## src/rtl/tpu_command_scheduler_pkg.sv

```systemverilog
// Shared types and constants for the TPU command scheduler and its benches.
package tpu_command_scheduler_pkg;

   localparam int CMD_WIDTH = 48;

   typedef enum logic [1:0] {
      S_IDLE  = 2'd0,
      S_ISSUE = 2'd1,
      S_CHECK = 2'd2,
      S_WAIT  = 2'd3
   } state_t;

   typedef struct packed {
      logic                 last;
      logic [CMD_WIDTH-1:0] command;
   } fifo_entry_t;

   localparam logic [7:0] TPU_CLEARSCREEN = 8'h01;
   localparam logic [7:0] TPU_PRINT       = 8'h02;
   localparam logic [7:0] TPU_LOCATE      = 8'h03;
   localparam logic [7:0] TPU_SETATTR     = 8'h04;
   localparam logic [7:0] TPU_SETMASK     = 8'h05;

endpackage

```

## src/rtl/tpu_command_scheduler_fifo.sv

```systemverilog
// Per-source command FIFO; DEPTH must be a power of two so the pointers wrap naturally.
module tpu_cmd_fifo #(
   parameter int WIDTH = 49,
   parameter int DEPTH = 4
) (
   input  logic             clk,
   input  logic             reset_n,
   input  logic             push,
   input  logic [WIDTH-1:0] push_data,
   input  logic             pop,
   output logic [WIDTH-1:0] pop_data,
   output logic             full,
   output logic             empty
);
   localparam int AW = $clog2(DEPTH);
   localparam logic [AW:0] DEPTH_C = (AW+1)'(DEPTH);

   logic [WIDTH-1:0] mem_r [DEPTH];
   logic [AW-1:0]    wr_ptr_r;
   logic [AW-1:0]    rd_ptr_r;
   logic [AW:0]      count_r;
   logic             push_s;
   logic             pop_s;

   assign full     = (count_r == DEPTH_C);
   assign empty    = (count_r == (AW+1)'(0));
   assign push_s   = push & ~full;
   assign pop_s    = pop & ~empty;
   assign pop_data = mem_r[rd_ptr_r];

   // Storage array: data only, validity is tracked by the counter.
   always_ff @(posedge clk) begin
      if (push_s) begin
         mem_r[wr_ptr_r] <= push_data;
      end
   end

   // Pointer and occupancy bookkeeping.
   always_ff @(posedge clk or negedge reset_n) begin
      if (!reset_n) begin
         wr_ptr_r <= AW'(0);
         rd_ptr_r <= AW'(0);
         count_r  <= (AW+1)'(0);
      end else begin
         if (push_s) wr_ptr_r <= wr_ptr_r + AW'(1);
         if (pop_s)  rd_ptr_r <= rd_ptr_r + AW'(1);
         case ({push_s, pop_s})
            2'b10:   count_r <= count_r + (AW+1)'(1);
            2'b01:   count_r <= count_r - (AW+1)'(1);
            default: count_r <= count_r;
         endcase
      end
   end
endmodule

```

## src/rtl/tpu_command_scheduler.sv

```systemverilog
// Shares the TPU between two command FIFOs with round-robin arbitration and atomic groups.
module tpu_command_scheduler
   import tpu_command_scheduler_pkg::*;
#(
   parameter int DEPTH        = 4,
   parameter int LOCK_TIMEOUT = 1024
) (
   input  logic                 clk,
   input  logic                 reset_n,
   input  logic                 a_valid,
   output logic                 a_ready,
   input  logic [CMD_WIDTH-1:0] a_command,
   input  logic                 a_last,
   input  logic                 b_valid,
   output logic                 b_ready,
   input  logic [CMD_WIDTH-1:0] b_command,
   input  logic                 b_last,
   output logic                 tpu_execute,
   output logic [CMD_WIDTH-1:0] tpu_command,
   input  logic                 tpu_busy,
   output logic                 idle,
   output logic [7:0]           dropped_count
);
   localparam int          TW         = (LOCK_TIMEOUT > 32'sd1) ? $clog2(LOCK_TIMEOUT + 32'sd1) : 32'sd1;
   localparam logic [TW-1:0] TIMEOUT_C = TW'(LOCK_TIMEOUT);
   localparam bit          TIMEOUT_EN = (LOCK_TIMEOUT != 32'sd0);

   state_t               state_r, state_next_s;
   fifo_entry_t          a_head_s, b_head_s, sel_entry_s;
   logic                 a_full_s, a_empty_s, b_full_s, b_empty_s;
   logic                 sel_valid_s, sel_b_s, pop_a_s, pop_b_s;
   logic                 contested_s, locked_empty_s, timeout_hit_s, lock_eff_s;
   logic                 lock_r, lock_src_r, rr_r, tpu_execute_r;
   logic [CMD_WIDTH-1:0] tpu_command_r;
   logic [7:0]           dropped_r;
   logic [TW-1:0]        lock_cnt_r;

   tpu_cmd_fifo #(.WIDTH($bits(fifo_entry_t)), .DEPTH(DEPTH)) u_fifo_a (
      .clk(clk), .reset_n(reset_n), .push(a_valid), .push_data({a_last, a_command}),
      .pop(pop_a_s), .pop_data(a_head_s), .full(a_full_s), .empty(a_empty_s)
   );

   tpu_cmd_fifo #(.WIDTH($bits(fifo_entry_t)), .DEPTH(DEPTH)) u_fifo_b (
      .clk(clk), .reset_n(reset_n), .push(b_valid), .push_data({b_last, b_command}),
      .pop(pop_b_s), .pop_data(b_head_s), .full(b_full_s), .empty(b_empty_s)
   );

   assign locked_empty_s = lock_src_r ? b_empty_s : a_empty_s;
   // A stale lock is released in the same idle cycle it expires, so the other port can be granted at once.
   assign timeout_hit_s  = TIMEOUT_EN && lock_r && locked_empty_s &&
                           (state_r == S_IDLE) && (lock_cnt_r == TIMEOUT_C);
   assign lock_eff_s     = lock_r & ~timeout_hit_s;
   assign contested_s    = ~lock_eff_s & ~a_empty_s & ~b_empty_s;
   assign sel_entry_s    = sel_b_s ? b_head_s : a_head_s;
   assign pop_a_s        = sel_valid_s & ~sel_b_s;
   assign pop_b_s        = sel_valid_s & sel_b_s;

   assign a_ready        = ~a_full_s;
   assign b_ready        = ~b_full_s;
   assign idle           = (state_r == S_IDLE) & a_empty_s & b_empty_s & ~lock_r;
   assign tpu_execute    = tpu_execute_r;
   assign tpu_command    = tpu_command_r;
   assign dropped_count  = dropped_r;

   // FSM state register.
   always_ff @(posedge clk or negedge reset_n) begin
      if (!reset_n) state_r <= S_IDLE;
      else          state_r <= state_next_s;
   end

   // FSM next-state logic.
   always_comb begin
      state_next_s = state_r;
      case (state_r)
         S_IDLE:  if (sel_valid_s) state_next_s = S_ISSUE; else state_next_s = S_IDLE;
         S_ISSUE: state_next_s = S_CHECK;
         S_CHECK: if (tpu_busy) state_next_s = S_WAIT; else state_next_s = S_IDLE;
         S_WAIT:  if (tpu_busy) state_next_s = S_WAIT; else state_next_s = S_IDLE;
         default: state_next_s = S_IDLE;
      endcase
   end

   // FSM output logic: source selection in S_IDLE.
   always_comb begin
      sel_valid_s = 1'b0;
      sel_b_s     = 1'b0;
      if ((state_r == S_IDLE) && !tpu_busy) begin
         if (lock_eff_s) begin
            sel_valid_s = lock_src_r ? ~b_empty_s : ~a_empty_s;
            sel_b_s     = lock_src_r;
         end else if (!a_empty_s && !b_empty_s) begin
            sel_valid_s = 1'b1;
            sel_b_s     = rr_r;
         end else if (!a_empty_s) begin
            sel_valid_s = 1'b1;
            sel_b_s     = 1'b0;
         end else if (!b_empty_s) begin
            sel_valid_s = 1'b1;
            sel_b_s     = 1'b1;
         end else begin
            sel_valid_s = 1'b0;
            sel_b_s     = 1'b0;
         end
      end else begin
         sel_valid_s = 1'b0;
         sel_b_s     = 1'b0;
      end
   end

   // Command register, lock, round-robin pointer, timeout and drop counters.
   always_ff @(posedge clk or negedge reset_n) begin
      if (!reset_n) begin
         tpu_execute_r <= 1'b0;
         tpu_command_r <= {CMD_WIDTH{1'b0}};
         dropped_r     <= 8'd0;
         lock_r        <= 1'b0;
         lock_src_r    <= 1'b0;
         rr_r          <= 1'b0;
         lock_cnt_r    <= TW'(0);
      end else begin
         tpu_execute_r <= (state_next_s == S_ISSUE);
         if (sel_valid_s) begin
            tpu_command_r <= sel_entry_s.command;
            lock_r        <= ~sel_entry_s.last;
            lock_src_r    <= sel_b_s;
         end else if (timeout_hit_s) begin
            lock_r <= 1'b0;
         end
         // Pointer only moves on contended grants, so the loser of a tie wins the next tie.
         if (sel_valid_s && contested_s) rr_r <= ~rr_r;
         if (sel_valid_s || timeout_hit_s || !lock_r) begin
            lock_cnt_r <= TW'(0);
         end else if ((state_r == S_IDLE) && locked_empty_s) begin
            lock_cnt_r <= lock_cnt_r + TW'(1);
         end
         if ((state_r == S_CHECK) && !tpu_busy && (dropped_r != 8'hFF)) begin
            dropped_r <= dropped_r + 8'd1;
         end
      end
   end
endmodule

```

## config.mk

```make
export PLATFORM = sky130hd
export DESIGN_NAME = tpu_command_scheduler
export DESIGN_NICKNAME = d
export VERILOG_FILES = /design/src/rtl/tpu_command_scheduler_pkg.sv /design/src/rtl/tpu_command_scheduler_fifo.sv /design/src/rtl/tpu_command_scheduler.sv
export SDC_FILE = /design/constraint.sdc
export NUM_CORES = 1
export LEC_CHECK = 0
export BUFFER_PORTS_ARGS = -buffer_cell sky130_fd_sc_hd__buf_2
export CAP_MARGIN = 20
export CORE_UTILIZATION = 43
export DETAILED_ROUTE_END_ITERATION = 6
export HOLD_SLACK_MARGIN = 0.02
export MAX_ROUTING_LAYER = met4
export PLACE_DENSITY = 0.65
export SLEW_MARGIN = 30
export SYNTH_ARGS = -nofsm -noshare
export SYNTH_HDL_FRONTEND = slang
export SYNTH_SLANG_ARGS = --single-unit
```

## constraint.sdc

```tcl
create_clock -name clk -period 5.77 [get_ports clk]
set_input_delay 1.154 -clock clk [delete_from_list [all_inputs] [get_ports clk]]
set_output_delay 1.154 -clock clk [all_outputs]
set_load 0.1 [all_outputs]
```

==> results of run 1 <==
==> worst reg2reg max path: stages, from the launching register on <==
cell	delay [ps]
dfrtp_1	400
inv_1	90
ha_1	150
nor4b_1	240
nand4_1	220
o31ai_4	390
mux2i_1	540
and2_2	270
ha_1	180
inv_1	60
fa_1	420
xor2_1	150
nor2_1	110
xor2_1	150
==> registers in the layout (all words and copies together) (netlist names), 3 cells and up <==
register	count
u_fifo_b.count_r	3
u_fifo_a.count_r	3
tpu_command	48
dropped_count	8
u_fifo_b.mem_r	196
u_fifo_a.mem_r	196
lock_cnt_r	11
==> cell type report <==
type | count | share of cell area
antenna | 12 | 0.001414
clock buffer | 68 | 0.06485
clock inverter | 21 | 0.008953
inverter | 17 | 0.003004
multi-input combinational | 344 | 0.1924
sequential | 479 | 0.6572
tap | 539 | 0.03175
timing repair buffer | 168 | 0.04041
==> power groups by stage <==
stage / Combinational (mW) / Sequential, mW / Clock [mW]
CTS: 4.04 / 5.18 / 3.12
floorplan: 2.10 / 6.12 / 0
finish: 3.98 / 5.15 / 3.06
detailed placement: 4.04 / 5.24 / 0
global placement: 4.00 / 5.21 / 0
global route: 4.22 / 5.24 / 3.25
==> layout by cell type, fill, tap and decap left out, types with 4 or more instances in the layout <==
cell type and count:
clkbuf_1 11, nand3_1 11, a21oi_1 5, nor3_1 4, inv_1 16, mux4_2 98
buf_2 161, nand4_1 6, o21ai_0 9, clkbuf_8 8, and3_4 8, diode_2 12
nor2_1 19, edfxtp_1 392, and3_1 49, ha_1 13, xor2_1 14, a221o_1 48
xnor2_1 13, clkinv_1 8, nand2_1 17, clkinv_2 7, dfrtp_1 83, clkbuf_16 49
buf_4 7, or3_1 6
==> logic make-up (layout without fill, tap and decap cells) <==
logic type / Yosys count / count (layout)
AO/OA/AOI/OAI: 69 / 69
XOR/XNOR: 27 / 27
adder cells (fa/ha/maj): 15 / 15
buffers and inverters: 63 / 274
flip-flops: 479 / 479
multiplexers: 102 / 102
other: 0 / 12
AND/OR/NAND/NOR: 131 / 131
==> routing by layer <==
| layer | global-route usage | up-vias |
|---|---|---|
| li1 | - | 3999 |
| met1 | 0.2428 | 4706 |
| met2 | 0.3027 | 252 |
| met3 | 0.04136 | 53 |
| met4 | 0.04879 | 0 |
| met5 | - | - |
==> worst max-delay path by stage <==
stage / end / slack [ps] / cells after the start
5_1_grt: u_fifo_a.count_r[2]$_DFFE_PN0P_ / 1960 / 13
4_1_cts: tpu_command[45]$_DFFE_PN0P_ / 2270 / 10
6_report: u_fifo_a.count_r[2]$_DFFE_PN0P_ / 2310 / 13
2_1_floorplan: idle / 1710 / 3
3_3_place_gp: u_fifo_b.count_r[2]$_DFFE_PN0P_ / 1880 / 12
3_5_place_dp: u_fifo_b.count_r[2]$_DFFE_PN0P_ / 1820 / 12
==> per-stage QoR <==
stage	area [µm²]	setup slack, ps	power, mW	cells	hold slack [ps]
after floorplan	18260	1705	8.219	886	446.2
after detailed placement	19640	1817	9.281	1547	466.9
final	21240	2314	12.19	1648	477.2
after global routing	21240	1965	12.71	1647	514.3
after CTS	21210	2274	12.33	1636	478.8
after global placement	19640	1884	9.207	1547	467.7
==> metrics.txt, run 1 <==
Yosys top cell area share=0.6445; Switch Pwr=roughly 4.5 mW; Setup Skew=roughly 15 ps; yosys warns=0; max-slew violations=0; Critical Path Sink Type=register; top cell family by delay on the critical path=simple AND/OR/NAND/NOR gates; multi-input combinational cell area=4088 µm²; Net Sw Frac=0.3673; clock buffer depth=3; Tmin final=3456 ps; simple-gate share of the synthesized area=0.03980; CTS Sinks=around 480; hold depth=1; cell taking the most area after synthesis=edfxtp_1; Nets=about 1.2k; clock root cell=clkbuf_16; synthesized area=roughly 18000 µm²; vias=approximately 9.0k; fraction of registers with async set or reset after synthesis=0.1816; Mapped Cells=just under 900; critical path data required time=6250 ps; slew margin rel.=0.4049; Die ar.=~43000 µm²; Ports=163; DR WL met2=18.78 mm; DR WL/cell=roughly 23 µm; Rows=75; sequential area share after synthesis=0.7637; initial core utilization=0.4354; Worst Path Arrival=3930 ps; status=finished clean; R2R Setup Slk=2310 ps; Worst R2R End=u_fifo_a.count_r[2]$_DFFE_PN0P_; number of remaining DRC errors=0; PortBufs=162; Hold Fails Final Rpt=0; Worst Reg2Reg Path Length in Cells=13; vias in the first global route=between 9k and 10k; met3 wire len=between 2 and 2.5 mm; Static Leak=slightly below 8 nW; Setup Crit Path Kind=register to register; RR Startpoint=lock_cnt_r[0]$_DFFE_PN0P_; setup_tns=0 ps; Final ANT Viol Nets=0; Least-Margin Pin Slew=between 800 and 900 ps; post-synthesis compound-gate area fraction=0.03377; Internal Power=around 7.7 mW; area grow syn2layout=16.31%; die height=208.1 µm; Max IR drop VDD=0.4065 mV; Synth cell types=39; Final Wtd Congestion=around 0.77; clock-pin slew on the worst setup and hold paths=60 ps; Worst path max stage delay=between 500 and 600 ps; initial antenna violation count=12; max layer used=met4; overall routing resource usage=0.1878; Worst Setup SP=lock_cnt_r[0]$_DFFE_PN0P_; Post-Synth Adder-Cell Area=0.01110; grt ovf=0; Crit Path Max Fanout=6; first-pass GRT wire length=58.13 mm; RSZ-0062 raised after global routing=no; # fillers=3359; top post-synthesis cells by count=edfxtp_1, mux4_2, dfrtp_1; mux cell area share after synthesis=0.1231; Final HPWL DP=22.10 mm; sequential power share=0.423; number of max-cap violations=0; Tcrit/Tclk final=0.5989; Die Span X=208.1 µm; clock latency at the later pin of the worst-skew pair=between 500 and 600 ps; Metal-1 WL=16.69 mm; Core ar.=approximately 42000 µm²; via/cell ratio=between 5 and 6; CP max-delay cell=mux2i_1; share of cells above drive strength 1=0.3236; xor/xnor share of the synthesized area=0.01295; Cell Chain, Critical Path=inv_1 > ha_1 > nor4b_1 > nand4_1 > o31ai_4 > mux2i_1 > and2_2 > ha_1 > inv_1 > fa_1 > xor2_1 > nor2_1 > xor2_1; number of flops mapped to enable cells by yosys=392; Clk pwr share=0.251; largest family of logic cells by synthesized area=multiplexers; CTS buffer count=48; Post-Syn Nets=between 1k and 1.5k; Critical path buffers and inverters=2; initial DRC count=between 600 and 700; final setup fails=0; H-tree depth=2; Max Clock Freq=just under 300 MHz; Final Routed Wirelength=38.31 mm; Synth Flop Type=edfxtp_1; synth top area cells=edfxtp_1, mux4_2, dfrtp_1; CTS tree=yes; Worst Hold End=rr_r$_DFFE_PN0P_; post-CTS setup buffers=0; DRT Pass-1 Iters=4; FF+latch area=13960 µm²; largest net degree at the start of global routing=51; PwrDens=~570 nW/µm²; Worst setup SP type=register; Hold Crit Start=rr_r$_DFFE_PN0P_; post-synthesis register bit count=roughly 480; fin util=0.5064; Hold Path Class=register to register; most numerous cell in the Yosys netlist=edfxtp_1; cts hold-fix bufs=0; Logic pwr share=0.326; cts repair resizes=0; Avg Cell Area, Syn=around 20 µm²
Power figures use the tool's default switching activity.
==> inputs of run 2 (changes only) <==
- PLACE_DENSITY: 0.65 -> 0.67
- clock period: 5.77 -> 2.9 ns (I/O delays scaled with it)
==> metrics.txt, run 2 (synthesis gave the netlist of run 1 again) <==
clock buffer depth=3; CTS tree=yes; initial antenna violation count=12; initial core utilization=0.4354; vias=9174; clock latency at the later pin of the worst-skew pair=580 ps; Ports=~160; via/cell ratio=approximately 5.4; overall routing resource usage=0.1938; PortBufs=~160; critical path data required time=approximately 3400 ps; PwrDens=~1100 nW/µm²; Cells after DPL=approximately 1.6k; Worst Reg2Reg Path Length in Cells=11; Hold Path Class=input port to asynchronous set/reset pin; RSZ-0062 raised after global routing=yes; DR WL/cell=between 20 and 25 µm; first-pass GRT wire length=approximately 60 mm; Nets=1213; Hold Fails Final Rpt=0; largest net degree at the start of global routing=about 50; Critical Path Sink Type=register; CTS Sinks=roughly 480; area grow syn2layout=18.98%; M3 GR Usage=0.04438; FF+latch area=13960 µm²; DRT Pass-1 Iters=4; Static Leak=between 7 and 8 nW; Final Routed Wirelength=between 30 and 40 mm; # fillers=3320; Core ar.=roughly 42000 µm²; Clk pwr share=0.248; RR Startpoint=u_fifo_a.count_r[1]$_DFFE_PN0P_; grt ovf=0; Rows=between 70 and 80; failing checks=negative setup slack; Max IR drop VDD=about 0.93 mV; Final ANT Viol Nets=0; Worst R2R End=u_fifo_a.count_r[2]$_DFFE_PN0P_; Final Wtd Congestion=0.7919; max-slew violations=0; Worst setup SP type=register; Die Span X=between 200 and 250 µm; H-tree depth=2; fin util=0.5180; die height=~210 µm; clock root cell=clkbuf_16; Internal Power=15.85 mW; sequential power share=0.409; leading cell type in the layout, fill and taps excluded=edfxtp_1; Tcrit/Tclk final=1.017; most frequent cells in the layout=edfxtp_1, buf_2, mux4_2; Switch Pwr=9.122 mW; Non-Filler Instances=approximately 1.7k; CTS buffer count=49; vias in the first global route=a little under 10k; GR Util met2=0.3057; final setup fails=1; Final HPWL DP=~24 mm; clock-pin slew on the worst setup and hold paths=60 ps; Logic pwr share=0.343; R2R Setup Slk=-50 ps; multi-input combinational cell area=4155 µm²; Worst Path Arrival=~3400 ps; Die ar.=between 40000 and 50000 µm²; Setup Skew=around 24 ps; Tmin final=slightly below 3000 ps; share of cells above drive strength 1=0.3574; Least-Margin Pin Slew=about 830 ps; GR peak layer=met2; Setup Crit Path Kind=register to register; initial DRC count=640; number of max-cap violations=0; slew margin rel.=0.4472; Net Sw Frac=0.3653; final worst setup slack=-47.94 ps; number of remaining DRC errors=0; Max Clock Freq=between 300 and 400 MHz; Crit Path Max Fanout=4; met1 Use GR=0.2540; status=complete, but fails checks
run 2: final cells by class:
class / instances / share of cell area
Antenna cell: 11 / 0.001267
Inverter: 17 / 0.002937
Timing Repair Buffer: 204 / 0.05781
Multi-Input combinational cell: 344 / 0.1912
Clock buffer: 72 / 0.06317
Tap cell: 539 / 0.03104
Sequential cell: 479 / 0.6425
Clock inverter: 20 / 0.01002
run 2: worst max-delay path by stage:
stage / cells after the start / from / slack [ps] / end
after floorplan: 13 / u_fifo_a.count_r[0]$_DFFE_PN0P_ / -200 / u_fifo_a.count_r[2]$_DFFE_PN0P_
after global placement: 13 / lock_cnt_r[0]$_DFFE_PN0P_ / -50 / u_fifo_a.count_r[2]$_DFFE_PN0P_
after detailed placement: 13 / lock_cnt_r[0]$_DFFE_PN0P_ / -120 / u_fifo_a.count_r[2]$_DFFE_PN0P_
after CTS: 11 / u_fifo_b.count_r[2]$_DFFE_PN0P_ / -10 / u_fifo_a.count_r[2]$_DFFE_PN0P_
after global routing: 11 / u_fifo_a.count_r[1]$_DFFE_PN0P_ / -150 / u_fifo_a.count_r[2]$_DFFE_PN0P_
final: 11 / u_fifo_a.count_r[1]$_DFFE_PN0P_ / -50 / u_fifo_a.count_r[2]$_DFFE_PN0P_
run 2: worst max-delay path, cell delays in order (launching register included):
cell and delay (ps):
dfrtp_1 370, or4_4 540, and2_4 190, o31ai_4 310, mux2i_4 350, and2_4 200, ha_4 130, inv_2 30
fa_2 320, xor2_1 140, nor2_1 120, xor2_1 170
run 2: per-stage QoR:
step	hold slack, ps	instance area (µm²)	setup slack [ps]	power, mW	setup TNS [ps]
finish	17.99	21730	-47.94	24.97	-47.94
global route	52.39	21730	-148.0	26.04	-3165
CTS	31.27	21670	-11.78	25.28	-11.78
detailed placement	465.8	20010	-124.8	18.96	-2389
global placement	468.5	20010	-46.53	18.77	-46.53
floorplan	284.4	18300	-198.3	16.36	-289.6
run 2: power by group through the flow:
stage | logic [mW] | registers [mW] | clock network, mW
after detailed placement | 8.58 | 10.4 | 0
after CTS | 8.67 | 10.3 | 6.34
after global placement | 8.46 | 10.3 | 0
after floorplan | 4.21 | 12.1 | 0
final | 8.57 | 10.2 | 6.20
after global routing | 9.05 | 10.4 | 6.61
run 2: what timing repair did:
| action | CTS | global route |
|---|---|---|
| setup endpoints to repair | 52 | 54 |
| hold buffers | 0 | 0 |
| gates resized for setup | 6 | 7 |
| setup buffers | 6 | 1 |
| pin swaps | 8 | 8 |
run 2: per-layer routing:
metal | wire, µm | part of all wire
met2 | 19370 | 0.49
met3 | 2470 | 0.062
met1 | 17250 | 0.43
met5 | 0 | 0
met4 | 650 | 0.016
==> inputs of run 3 (changes only) <==
- CTS_BUF_LIST: unset -> sky130_fd_sc_hd__clkbuf_4 sky130_fd_sc_hd__clkbuf_8
==> metrics.txt, run 3 (synthesis gave the netlist of run 1 again) <==
Final HPWL DP=~24 mm; H-tree depth=3; Least-Margin Pin Slew=842.7 ps; Ports=163; final setup fails=0; overall routing resource usage=0.1969; number of remaining DRC errors=0; CTS Sinks=between 400 and 500; clock buffer depth=3; FF+latch area=~14000 µm²; PwrDens=around 1100 nW/µm²; Hold Path Class=input port to register; via/cell ratio=approximately 5.4; Critical Path Sink Type=register; Core ar.=around 42000 µm²; most frequent cells in the layout=edfxtp_1, buf_2, mux4_2; area grow syn2layout=19.42%; Nets=about 1.2k; grt ovf=0; Final ANT Viol Nets=0; Worst Path Arrival=roughly 3400 ps; Final Routed Wirelength=a little over 40 mm; Tmin final=about 2900 ps; Die Span X=about 210 µm; initial antenna violation count=9; RSZ-0062 raised after global routing=yes; critical path data required time=approximately 3400 ps; initial DRC count=about 600; final worst setup slack=between 30 and 40 ps; Setup Skew=~23 ps; # fillers=roughly 3.3k; Crit Path Max Fanout=5; Static Leak=roughly 8.1 nW; hold depth=1; die height=around 210 µm; Worst Reg2Reg Path Length in Cells=11; largest net degree at the start of global routing=between 50 and 60; DRT Pass-1 Iters=4; Die ar.=43300 µm²; number of max-cap violations=0; first-pass GRT wire length=slightly above 60 mm; slew margin rel.=0.4382; setup_tns=0 ps; hold_ws=approximately 150 ps; PortBufs=around 160; Setup Crit Path Kind=register to register; Tcrit/Tclk final=0.9888; status=finished clean; Worst setup SP type=register; Max IR drop VDD=0.8305 mV; max-slew violations=0; CTS tree=yes; vias in the first global route=between 10k and 15k; Final Wtd Congestion=approximately 0.79; initial core utilization=0.4354; clock-pin slew on the worst setup and hold paths=60 ps; Place WS=-124.8 ps; clock root cell=clkbuf_8; DR WL/cell=roughly 23 µm; clock latency at the later pin of the worst-skew pair=approximately 640 ps; Hold Fails Final Rpt=0; vias=around 9.4k; Max Clock Freq=roughly 350 MHz; CTS buffer count=80; Rows=75; leading cell type in the layout, fill and taps excluded=edfxtp_1; share of cells above drive strength 1=0.3982; multi-input combinational cell area=a little over 4000 µm²
## run 3: changes by cell type in the layout (fill, tap and decap cells not counted), moves of 2 or more
cell,delta
clkinv_1,+3
clkbuf_1,-17
bufinv_16,-4
inv_1,-2
diode_2,-3
inv_2,+2
clkbuf_16,-49
clkinv_2,-5
clkbuf_4,+41
clkbuf_8,+87
## run 3: final cells by class
type | instances | area share
sequential | 479 | 0.6402
multi-input combinational | 344 | 0.1904
clock buffer | 134 | 0.07280
timing repair buffer | 204 | 0.05771
tap | 539 | 0.03092
clock inverter | 15 | 0.004188
inverter | 17 | 0.002926
antenna | 8 | 0.0009179
## run 3: worst paths after layout
check	end	from	slack, ps
setup / recovery	u_fifo_a.count_r[2]$_DFFE_PN0P_	lock_src_r$_DFFE_PN0P_	30
hold / removal	u_fifo_b.mem_r[1][18]$_DFFE_PP_	b_command[18]	150
setup reg to reg	u_fifo_a.count_r[2]$_DFFE_PN0P_	lock_src_r$_DFFE_PN0P_	30
hold reg to reg	rr_r$_DFFE_PN0P_	rr_r$_DFFE_PN0P_	490
max in group asynchronous	tpu_command[11]$_DFFE_PN0P_	reset_n	1570
min in group asynchronous	lock_cnt_r[9]$_DFFE_PN0P_	reset_n	520
## run 3: repair_timing
action | 4_1_cts | 5_1_grt
endpoints found under the hold margin | 39 | 0
pin swaps | 6 | 5
setup buffers | 5 | 1
setup endpoints to repair | 52 | 52
hold buffers | 1 | 0
gates resized for setup | 6 | 5
## run 3: critical path, cell delays in order (launching register included)
cell	delay (ps)
dfrtp_2	420
or4b_4	480
and2_4	190
o31ai_4	240
mux2i_4	340
and2_4	200
ha_4	130
inv_2	30
fa_2	320
xor2_1	140
nor2_1	120
xor2_1	170
## run 3: metrics by stage
stage               power [mW]  cell area [µm²]  cells    util
floorplan                16.36            18300    886       -
global placement         18.77            20010   1576  0.4771
detailed placement       18.96            20010   1576  0.4771
CTS                      25.18            21760   1731  0.5189
global route             25.96            21810   1740  0.5199
finish                   24.86            21810   1740  0.5199
## run 3: report_power, final
part	switching, mW	internal (mW)
Clock	2.64	3.46
Combinational	5.54	3.02
Sequential	1.03	9.18
Total	9.21	15.7
## run 3: layer usage
layer	up-vias	GRT usage	routed length, µm
li1	4149	-	-
met1	4933	0.2565	17700
met2	278	0.3058	19700
met3	49	0.04906	2320
met4	0	0.06207	636
met5	-	-	0
